### src/rtl/io_write_port_bank.sv
// io_write_port_bank
//   A bank of PORT_COUNT independent CPU write ports. Each port buffers CPU
//   writes in a small FIFO and presents them to an external consumer through
//   a valid/ready handshake.
//
// Parameters
//   WORD_WIDTH      width of one I/O word
//   PORT_COUNT      number of independent write ports
//   FIFO_DEPTH      words per port (power of two, >= 2)
//   FIFO_ADDR_WIDTH log2(FIFO_DEPTH)
//   EF_MARGIN       slots held back for writes already in flight when the
//                   CPU samples io_out_EF
//
// Ports
//   clock, reset    rising-edge clock; asynchronous active-high reset
//   io_wren         per-port CPU write enable
//   io_out          per-port CPU write data, port p at [p*WORD_WIDTH +: WORD_WIDTH]
//   io_out_EF       per-port registered "almost full" flag back to the CPU
//   ext_valid       per-port head word present
//   ext_ready       per-port consumer accepts the head word
//   ext_data        per-port head word, same packing as io_out
//   overflow        sticky per-port flag: a write arrived while full
//   overflow_clear  per-port clear for overflow (a new overflow wins)
module io_write_port_bank #(
  parameter int unsigned WORD_WIDTH      = 36,
  parameter int unsigned PORT_COUNT      = 2,
  parameter int unsigned FIFO_DEPTH      = 4,
  parameter int unsigned FIFO_ADDR_WIDTH = 2,
  parameter int unsigned EF_MARGIN       = 1
) (
  input  logic                             clock,
  input  logic                             reset,
  input  logic [PORT_COUNT-1:0]            io_wren,
  input  logic [WORD_WIDTH*PORT_COUNT-1:0] io_out,
  output logic [PORT_COUNT-1:0]            io_out_EF,
  output logic [PORT_COUNT-1:0]            ext_valid,
  input  logic [PORT_COUNT-1:0]            ext_ready,
  output logic [WORD_WIDTH*PORT_COUNT-1:0] ext_data,
  output logic [PORT_COUNT-1:0]            overflow,
  input  logic [PORT_COUNT-1:0]            overflow_clear
);

  localparam int unsigned CNT_W    = FIFO_ADDR_WIDTH + 1;
  localparam int unsigned EF_LEVEL = FIFO_DEPTH - EF_MARGIN;

  localparam logic [CNT_W-1:0] DEPTH_C    = FIFO_DEPTH[CNT_W-1:0];
  localparam logic [CNT_W-1:0] EF_LEVEL_C = EF_LEVEL[CNT_W-1:0];

  for (genvar p = 0; p < PORT_COUNT; p++) begin : g_port
    logic [WORD_WIDTH-1:0]      storage [FIFO_DEPTH];
    logic [WORD_WIDTH-1:0]      wdata;
    logic [FIFO_ADDR_WIDTH-1:0] wr_ptr_q, wr_ptr_d;
    logic [FIFO_ADDR_WIDTH-1:0] rd_ptr_q, rd_ptr_d;
    logic [CNT_W-1:0]           count_q, count_d;
    logic                       ef_q, ef_d;
    logic                       ovf_q, ovf_d;
    logic                       full, enq, deq;

    assign wdata = io_out[p*WORD_WIDTH +: WORD_WIDTH];

    always_comb begin
      // Acceptance looks only at the pre-edge count, so a write arriving while
      // full is dropped even if a dequeue frees a slot on the same edge.
      full     = (count_q == DEPTH_C);
      enq      = io_wren[p] && !full;
      deq      = (count_q != '0) && ext_ready[p];
      wr_ptr_d = wr_ptr_q;
      rd_ptr_d = rd_ptr_q;
      count_d  = count_q;
      if (enq) wr_ptr_d = wr_ptr_q + 1'b1;
      if (deq) rd_ptr_d = rd_ptr_q + 1'b1;
      if (enq && !deq) count_d = count_q + 1'b1;
      else if (deq && !enq) count_d = count_q - 1'b1;
      ef_d = (count_d >= EF_LEVEL_C);
      // A new overflow takes priority over a clear in the same cycle.
      if (io_wren[p] && full) ovf_d = 1'b1;
      else if (overflow_clear[p]) ovf_d = 1'b0;
      else ovf_d = ovf_q;
    end

    always_ff @(posedge clock or posedge reset) begin
      if (reset) begin
        wr_ptr_q <= '0;
        rd_ptr_q <= '0;
        count_q  <= '0;
        ef_q     <= 1'b0;
        ovf_q    <= 1'b0;
      end else begin
        wr_ptr_q <= wr_ptr_d;
        rd_ptr_q <= rd_ptr_d;
        count_q  <= count_d;
        ef_q     <= ef_d;
        ovf_q    <= ovf_d;
      end
    end

    // Storage is deliberately not reset; ext_data is meaningless while empty.
    always_ff @(posedge clock) begin
      if (enq) storage[wr_ptr_q] <= wdata;
    end

    assign ext_valid[p]                           = (count_q != '0);
    assign ext_data[p*WORD_WIDTH +: WORD_WIDTH]   = storage[rd_ptr_q];
    assign io_out_EF[p]                           = ef_q;
    assign overflow[p]                            = ovf_q;
  end

endmodule

### config.mk
export PLATFORM = sky130hd
export DESIGN_NAME = io_write_port_bank
export DESIGN_NICKNAME = d
export VERILOG_FILES = /design/src/rtl/io_write_port_bank.sv
export SDC_FILE = /design/constraint.sdc
export NUM_CORES = 1
export LEC_CHECK = 0
export BUFFER_PORTS_ARGS = -buffer_cell sky130_fd_sc_hd__buf_2
export CAP_MARGIN = 10
export CORE_AREA = 2 2 120 180
export DETAILED_ROUTE_END_ITERATION = 8
export DIE_AREA = 0 0 122 182
export PLACE_DENSITY = 0.78
export SKIP_LAST_GASP = 1
export SLEW_MARGIN = 15
export SYNTH_ARGS = -nofsm -noshare
export SYNTH_HDL_FRONTEND = slang
export SYNTH_SLANG_ARGS = --single-unit
### constraint.sdc
create_clock -name clock -period 3.2 [get_ports clock]
set_clock_uncertainty 0.15 [all_clocks]
set_input_delay 0.64 -clock clock [delete_from_list [all_inputs] [get_ports clock]]
set_output_delay 0.64 -clock clock [all_outputs]
set_load 0.02 [all_outputs]
# --- Word level (Yosys, flattened, before mapping) ---
# Memory sizes are Yosys's and may differ from the RTL's.
# Index checks and enable logic that the tools add are counted.
word_totals:
  out_inout_bits: 78
  regBits: 18
  memories: 2
  in_bits: 80
  ram_bits: 288
classes:
  n_reduce_logical: 20
  eq_ne: 2
  n_mux: 12
  addsub: 8
  order_cmp: 2
memory_table:
  columns: ["memory", "words", "width", "rd", "rd_ports_with_merged_regs", "wr", "line", "rtl"]
  rows:
  - ["g_port[0].storage", 4, 36, 1, 0, 1, "50", "logic [WORD_WIDTH-1:0] storage [FIFO_DEPTH];"]
  - ["g_port[1].storage", 4, 36, 1, 0, 1, "50", null]
op_table:
  columns: ["cell", "count"]
  rows:
  - ["3-bit two-way mux", 4]
  - ["1-bit logical AND", 10]
  - ["2-bit by 1-bit adder with 2-bit output (second input constant)", 4]
  - ["1-bit two-way mux", 8]
  - ["3-bit by 1-bit adder with 3-bit output (second input constant)", 2]
  - ["3-bit == test (second input constant)", 2]
  - ["3-bit by 2-bit greater-or-equal comparator with 1-bit output (second input constant)", 2]
  - ["1-bit logical NOT", 6]
  - ["3-bit nonzero test", 2]
  - ["3-bit by 1-bit subtractor with 3-bit output (second input constant)", 2]
  - ["2-bit nonzero test", 2]

# --- Logic depth before layout (Yosys ltp) ---
# Gate-level depths: netlist of the first run.
logic_depth:
  ltp_word: 8
  ltp_mapped: 6
  mapped_depth_nobuf: 6

# --- Least setup slack after synthesis of the first run ---
# OpenSTA, ideal clock, no wires.
synth_timing:
  path_kind: "register to register"
  from: "reg g_port[0].count_q[0]"
  to: "mem g_port[0].storage[0][0], enable pin"
  synth_period_minus_slack_ns: 2.405
  arrival_time_ns: 1.858
  n_path_buf: 0
  stages_incl_launch_ff: 5
  setup_slack_ns: 0.795
  setup_time_ns: 0.397
  required_time_ns: 2.653
  cell_sequence: "dfrtp_1 > inv_1 > ha_1 > a21boi_4 > and2_1"
synth_via:
  elab_chain_cells: 5
synth_rtl:
  columns: ["item", "line", "rtl"]
  rows:
  - ["start: declaration", "54", "logic [CNT_W-1:0] count_q, count_d;"]
  - ["start signal: assignment", "91", "count_q <= count_d;"]
  - ["3-bit == test", "64", "full = (count_q == DEPTH_C);"]
  - ["1-bit logical NOT", "65", "enq = io_wren[p] && !full;"]
  - ["1-bit logical AND", "65", null]
  - ["1-bit two-way mux", "99", "if (enq) storage[wr_ptr_q] <= wdata;"]
  - ["1-bit two-way mux (not written as such)", "99", null]
  - ["end: declaration", "50", null]
# Every way passes these cells.

# --- Worst setup path after layout of the first run ---
layout_timing:
  from: "reg g_port[0].rd_ptr_q[0]"
  to: "out ext_data[28]"
layout_via:
  elab_chain_cells: 1
layout_rtl:
  columns: ["item", "line", "rtl"]
  rows:
  - ["start: declaration", "53", "logic [FIFO_ADDR_WIDTH-1:0] rd_ptr_q, rd_ptr_d;"]
  - ["start signal: assignment", "90", "rd_ptr_q <= rd_ptr_d;"]
  - ["memory read 4 x 36 bit", null, null]
  - ["end: declaration", "38", "output logic [WORD_WIDTH*PORT_COUNT-1:0] ext_data,"]
# Every way passes these cells.

==> metrics.md, run 1 <==
| Metric | Value |
|---|---|
| Status | `finished clean` |
| Fmax | `337 MHz` |
| CP Class | `register to output pin` |
| Synthesized Nets | `593` |
| Die area | `22,200 sq um` |
| Post-route setup TNS | `0 ns` |
| Initial antenna violation count | `3` |
| Clock Path Buffers | `3` |
| Post_cts resized | `0` |
| Vias | `5,457` |
| Max VDD drop | `0.626 mV` |
| Post-synthesis sequential area ratio | `~80%` |
| DR pass1 iterations | `4` |
| Actual slew at the worst max-slew pin | `between 0.7 and 0.8 ns` |
| Total Routed Length | `about 20 mm` |
| Min-delay worst type | `input port to asynchronous set/reset pin` |
| Final ANT Viol Nets | `0` |
| Post-synthesis simple-gate area fraction | `under 10%` |
| Crit. End Element | `output pin` |
| Initial DRC count | `~470` |
| Adder-Cell Fraction of Synth Area | `1.51%` |
| Post-Place Cell Area | `12,800 sq um` |
| Layout cell share with drive strength beyond 1 | `a little over two fifths` |
| Tmin final | `between 2 and 3 ns` |
| First-pass GRT wire length | `31.8 mm` |
| WP data required | `roughly 2.4 ns` |
| Synth Area in Compound Gates | `1.56%` |
| CP arrival | `about 2.2 ns` |
| Area Overhead vs Synth | `17.4%` |
| Number of synthesized flops with an enable pin | `288` |
| Unrepaired setup endpoints after global routing | `false` |
| Post-synth top area share | `74.6%` |
| Final setup fails | `0` |
| Mapped Cells | `499` |
| Flop-to-flop setup slack | `just under 0.7 ns` |
| Placed insts | `917` |
| Die Ht | `182 microns` |
| Cts hold-fix bufs | `0` |
| Relative slew margins | `around 52%` |
| Top_reg_cell synth | `edfxtp_1` |
| Crit share post-route | `between 90% and 100%` |
| Pin count of the biggest net entering global routing | `37` |
| Post CTS Setup Buffer Count | `0` |
| TritonCTS buffer count | `26` |
| CTS Sinks | `approximately 310` |
| Cell variety after synth | `40` |
| Post-synthesis mux area share | `between 10% and 20%` |
| Fraction of registers with async set/reset | `under 10%` |
| Skew-Pair Late Insertion Delay | `around 0.52 ns` |
| Rows | `65` |
| Synth Area per Inst | `23.2 sq um` |
| Maximum fanout along the worst path | `27` |
| Core region area | `20,700 sq um` |
| DRC | `0` |
| Flops & latches, synth | `about 310` |
| Power Density | `949 nW/um^2` |
| Fillers | `around 1,300` |
| Post-DP HPWL | `~14 mm` |
| Remaining Overflow, GRT | `0` |
| Global-route usage over all layers | `18.8%` |
| Final cell count without fillers | `around 970` |
| Pleak | `about 4.8 nW` |
| Dominant cells by area after synthesis | `edfxtp_1, mux4_2, dfrtp_1, ha_1, xnor2_1` |
| YS warnings | `0` |
| Post-synthesis xor/xnor area fraction | `0.604%` |
| Average wire per standard cell | `about 21 microns` |
| TritonCTS clock tree | `yes` |
| Largest family of logic cells by synthesized area | `multiplexers` |
| Via density | `~5.6` |
| Ports | `roughly 160` |
| Initial Util | `between 50% and 60%` |
| Area leader, netlist | `edfxtp_1` |
| Synthesized cell area | `about 12,000 sq um` |
| Overall die width | `around 120 microns` |
| Cell count of the worst reg-to-reg path | `5` |
| Final nets | `approximately 770` |
| Final Slew Violations | `0` |
| Final hold vios | `0` |
| Port buffer count | `approximately 160` |
| Clock Pin Slew Worst Setup and Hold Paths | `0.06 ns` |
| Worst Setup Start Kind | `register` |
| Final Cell Area | `~14,000 sq um` |
| Root buf cell | `clkbuf_16` |
| Routability cong. | `between 0.7 and 0.8` |
| H-tree depth | `1` |
| Number of max-cap violations | `0` |
| Most frequent cell after synthesis | `edfxtp_1` |
| Top cells by count, synth | `edfxtp_1, mux4_2, dfrtp_1` |
| Hold WS | `just under 0.08 ns` |
| Vias in the first global route | `roughly 6,000` |
cells in the final DEF (no fill, tap or decap), types with 4 or more instances in the layout:
cell type,instances
dfrtp_1,16
nand2_1,4
edfxtp_1,288
buf_4,12
nand3_1,4
mux4_2,72
clkinv_2,5
nand3b_1,4
buf_2,157
clkinv_1,6
inv_1,15
and2_2,8
nor2_1,4
xnor2_1,8
clkbuf_16,27
ha_1,14
clkbuf_1,4
o21ai_0,5
power by group:
part / internal (mW) / switching [mW] / total (mW)
clock: 1.79 / 1.31 / 3.09
sequential: 5.27 / 0.283 / 5.56
combinational: 1.77 / 2.50 / 4.27
per-stage QoR:
stage	total power, mW	utilization [%]	setup WS [ns]
2_1_floorplan	8.61	-	0.795
3_3_place_gp	9.84	61.5	0.728
3_5_place_dp	9.98	61.5	0.621
4_1_cts	13.1	65.6	0.185
5_1_grt	13.5	65.6	0.104
6_report	12.9	65.6	0.234
flip-flops by register name (all words and copies together), names as in the netlist:
name             count
g_port.storage     288
g_port.count_q       6
g_port.ef_q          2
g_port.wr_ptr_q      4
g_port.rd_ptr_q      4
g_port.ovf_q         2
layer usage:
layer / GRT usage [%] / vias up / share of wire (%) / routed length [microns]
met3: 3.99 / 32 / 6.9 / 1400
li1: - / 2424 / - / -
met1: 23.2 / 2810 / 37 / 7620
met2: 33.3 / 189 / 54 / 11100
met5: 0 / - / 0.064 / 13
met4: 5.29 / 2 / 1.6 / 328
worst max-delay path: stages (launching register included):
cell     delay (ns)
dfrtp_2        0.61
buf_12         0.29
mux4_2         0.55
buf_2          0.18
final cells by class:
type | count | area (sq um) | area share, %
clock inverter | 17 | 163 | 1.20
clock buffer | 31 | 691 | 5.07
sequential | 306 | 9100 | 66.9
timing repair buffer | 172 | 936 | 6.88
tap | 268 | 335 | 2.46
multi-input combinational | 156 | 2320 | 17.1
inverter | 15 | 56.3 | 0.414
antenna | 2 | 5.00 | 0.0368
path summary, 6_finish.rpt:
path	from	endpoint
hold / removal	reset	g_port[0].ovf_q
max in group asynchronous	reset	g_port[1].rd_ptr_q[0]
min in group clock	overflow_clear[1]	g_port[1].ovf_q
setup / recovery	g_port[0].rd_ptr_q[0]	ext_data[28]
hold reg to reg	g_port[0].rd_ptr_q[1]	g_port[0].rd_ptr_q[1]
setup reg to reg	g_port[1].count_q[0]	g_port[1].storage[0][29]
cell families after synthesis:
group	after synthesis
flops	306
mux	73
simple gates	40
buf+inv	37
compound gates	21
fa+ha+maj	14
xor+xnor	8
No activity file was read; power rests on OpenSTA's default activity.
==> inputs of run 2 (changes only) <==
==> constraint.sdc (replaced) <==
create_clock -name clock -period 3.2 [get_ports clock]
set_clock_uncertainty 0.15 [all_clocks]
set_input_delay 0.48 -clock clock [delete_from_list [all_inputs] [get_ports clock]]
set_output_delay 0.48 -clock clock [all_outputs]
set_load 0.02 [all_outputs]
==> metrics.md, run 2 (synthesized netlist as in run 1, its figures left out) <==
| Metric | Value |
|---|---|
| Post-route setup TNS | `0 ns (unchanged)` |
| Global-route usage over all layers | `19.4% (+0.66 points)` |
| Clock Path Buffers | `3 (unchanged)` |
| Initial antenna violation count | `2 (-1)` |
| Via density | `5.72 (+1.3%)` |
| H-tree depth | `1 (unchanged)` |
| Die Ht | `182 microns (unchanged)` |
| Relative slew margins | `50.9% (-1.3 points)` |
| Worst Setup Start Kind | `register` |
| Crit-path slowest cell | `mux4_2` |
| Reg with most FFs | `g_port.storage` |
| Post_cts resized | `0 (unchanged)` |
| Core region area | `20,700 sq um (unchanged)` |
| Final Cell Area | `13,600 sq um (+0.19%)` |
| Number of max-cap violations | `0 (unchanged)` |
| Rows | `65 (unchanged)` |
| Final Slew Violations | `0 (unchanged)` |
| Min-delay worst type | `input port to register` |
| Clock Pin Slew Worst Setup and Hold Paths | `0.06 ns (about the same)` |
| Tmin final | `2.63 ns (-0.336 ns)` |
| Die area | `22,200 sq um (unchanged)` |
| Post-Place Cell Area | `12,700 sq um (about the same)` |
| Vias in the first global route | `5,933 (+0.51%)` |
| Flop pwr share | `42.4% (-0.6 points)` |
| Internal power | `8.86 mW (+0.43%)` |
| Pin count of the biggest net entering global routing | `39 (+5.4%)` |
| TritonCTS clock tree | `yes` |
| Pleak | `4.81 nW (+0.45%)` |
| CP Class | `register to output pin` |
| Vias | `5,559 (+1.9%)` |
| Root buf cell | `clkbuf_16` |
| Max reg flops | `288 (unchanged)` |
| Comb pwr share | `33.5% (+0.4 points)` |
| Final nets | `776 (+0.65%)` |
| Post-DP HPWL | `13.9 mm (+1.6%)` |
| Actual slew at the worst max-slew pin | `0.735 ns (+0.0189 ns)` |
| Max VDD drop | `0.691 mV (+10%)` |
| Top Registers | `g_port.storage (288), g_port.count_q (6)` |
| Switch share | `31.8% (+0.12 points)` |
| Clock share of power | `24.1% (+0.2 points)` |
| Power Density | `953 nW/um^2 (+0.41%)` |
| CP arrival | `2.00 ns (-0.18 ns)` |
| Final hold vios | `0 (unchanged)` |
| Net Switching | `4.13 mW (+0.99%)` |
| Crit path cell chain | `buf_4 -> mux4_2 -> buf_2` |
| Final ANT Viol Nets | `0 (unchanged)` |
| Initial DRC count | `417 (-11%)` |
| Most frequent cells in the layout | `edfxtp_1, buf_2, mux4_2, clkbuf_16, buf_4` |
| Final setup fails | `0 (unchanged)` |
| First-pass GRT wire length | `32.5 mm (+2.3%)` |
| Overall die width | `122 microns (unchanged)` |
| CTS Sinks | `306 (unchanged)` |
| TritonCTS buffer count | `26 (unchanged)` |
| Port buffer count | `157 (unchanged)` |
| Fmax | `380 MHz (+13%)` |
| DR pass1 iterations | `5 (+1)` |
| Commonest non-fill, non-tap cell in the layout | `edfxtp_1` |
| Slowest cell delay on critical path | `0.57 ns (-0.04 ns)` |
| Initial Util | `55.9% (unchanged)` |
| Status | `finished clean` |
| Crit. End Element | `output pin` |
| Maximum fanout along the worst path | `21 (-22%)` |
| Layout cell share with drive strength beyond 1 | `43.0% (about the same)` |
| Routability cong. | `0.762 (+1.5%)` |
| Total Routed Length | `21.4 mm (+4.5%)` |
| Area Overhead vs Synth | `17.6%` |
| DRC | `0 (unchanged)` |
| Skew-Pair Late Insertion Delay | `0.52 ns (about the same)` |
| Average wire per standard cell | `22.0 microns (+4.0%)` |
| Unrepaired setup endpoints after global routing | `false` |
| Crit share post-route | `82.2% (-11 points)` |
| WP data required | `2.57 ns (+0.16 ns)` |
| Ports | `158 (unchanged)` |
| Remaining Overflow, GRT | `0 (unchanged)` |
-- run 2: changes by cell type in the layout (fill, tap and decap cells not counted), sizes merged --
cell,before,now
buf,172,175
clkbuf,31,34
clkinv,12,10
dlygate4sd3,0,2
inv,16,15
-- run 2: final cells by class --
type,instances,area (sq um)
Tap cell,268,335
Sequential cell,306,9100
Fill cell,1331,7100
Multi-Input combinational cell,156,2320
Timing Repair Buffer,177,953
Inverter,15,56.3
Clock inverter,14,140
Antenna cell,2,5.00
Clock buffer,34,722
-- run 2: stage by stage --
step | hold WS [ns] | instances | utilization, % | setup WS (ns) | power, mW
after detailed placement | 0.365 | 920 | 61.5 | 0.948 | 10.0
after global routing | 0.00326 | 971 | 65.7 | 0.449 | 13.6
after CTS | 0.0000537 | 970 | 65.7 | 0.515 | 13.2
after global placement | 0.354 | 920 | 61.5 | 1.05 | 9.85
after floorplan | 0.269 | 499 | - | 0.795 | 8.61
final | 0.0207 | 972 | 65.7 | 0.570 | 13.0
-- run 2: final timing paths --
path / startpoint / to / slack, ns / cells past startpoint
min in group asynchronous: reset / g_port[1].count_q[1] / 0.48 / 3
max in group asynchronous: reset / g_port[0].rd_ptr_q[0] / 1.91 / 3
worst min-delay path: io_out[64] / g_port[1].storage[2][28] / 0.02 / 1
worst max register to register: g_port[1].count_q[0] / g_port[1].ef_q / 0.94 / 6
worst max-delay path: g_port[0].rd_ptr_q[0] / ext_data[28] / 0.57 / 3
worst min register to register: g_port[1].ovf_q / g_port[1].ovf_q / 0.37 / 2
-- run 2: routing by layer --
layer	wire length, microns	GRT usage, %	vias to the layer above
met5	0	0	-
met4	427	5.06	0
met1	7680	23.1	2882
met3	1580	4.40	33
li1	-	-	2432
met2	11700	35.4	212
-- run 2: repair_timing --
item,CTS,global route
endpoints found under the hold margin,19,0
setup buffers,0,0
hold buffers,2,0
-- run 2: critical path, delay by kind of cell, from the launching register on --
family / cells / cell delay, ns
mux: 1 / 0.57
buf+inv: 2 / 0.55
flops: 1 / 0.35
-- run 2: power by group through the flow --
| stage | combinational, mW | sequential [mW] | clock [mW] |
|---|---|---|---|
| after floorplan | 3.12 | 5.49 | 0 |
| after global placement | 4.32 | 5.53 | 0 |
| after detailed placement | 4.41 | 5.60 | 0 |
| after CTS | 4.44 | 5.52 | 3.19 |
| after global routing | 4.69 | 5.58 | 3.32 |
| final | 4.35 | 5.51 | 3.14 |
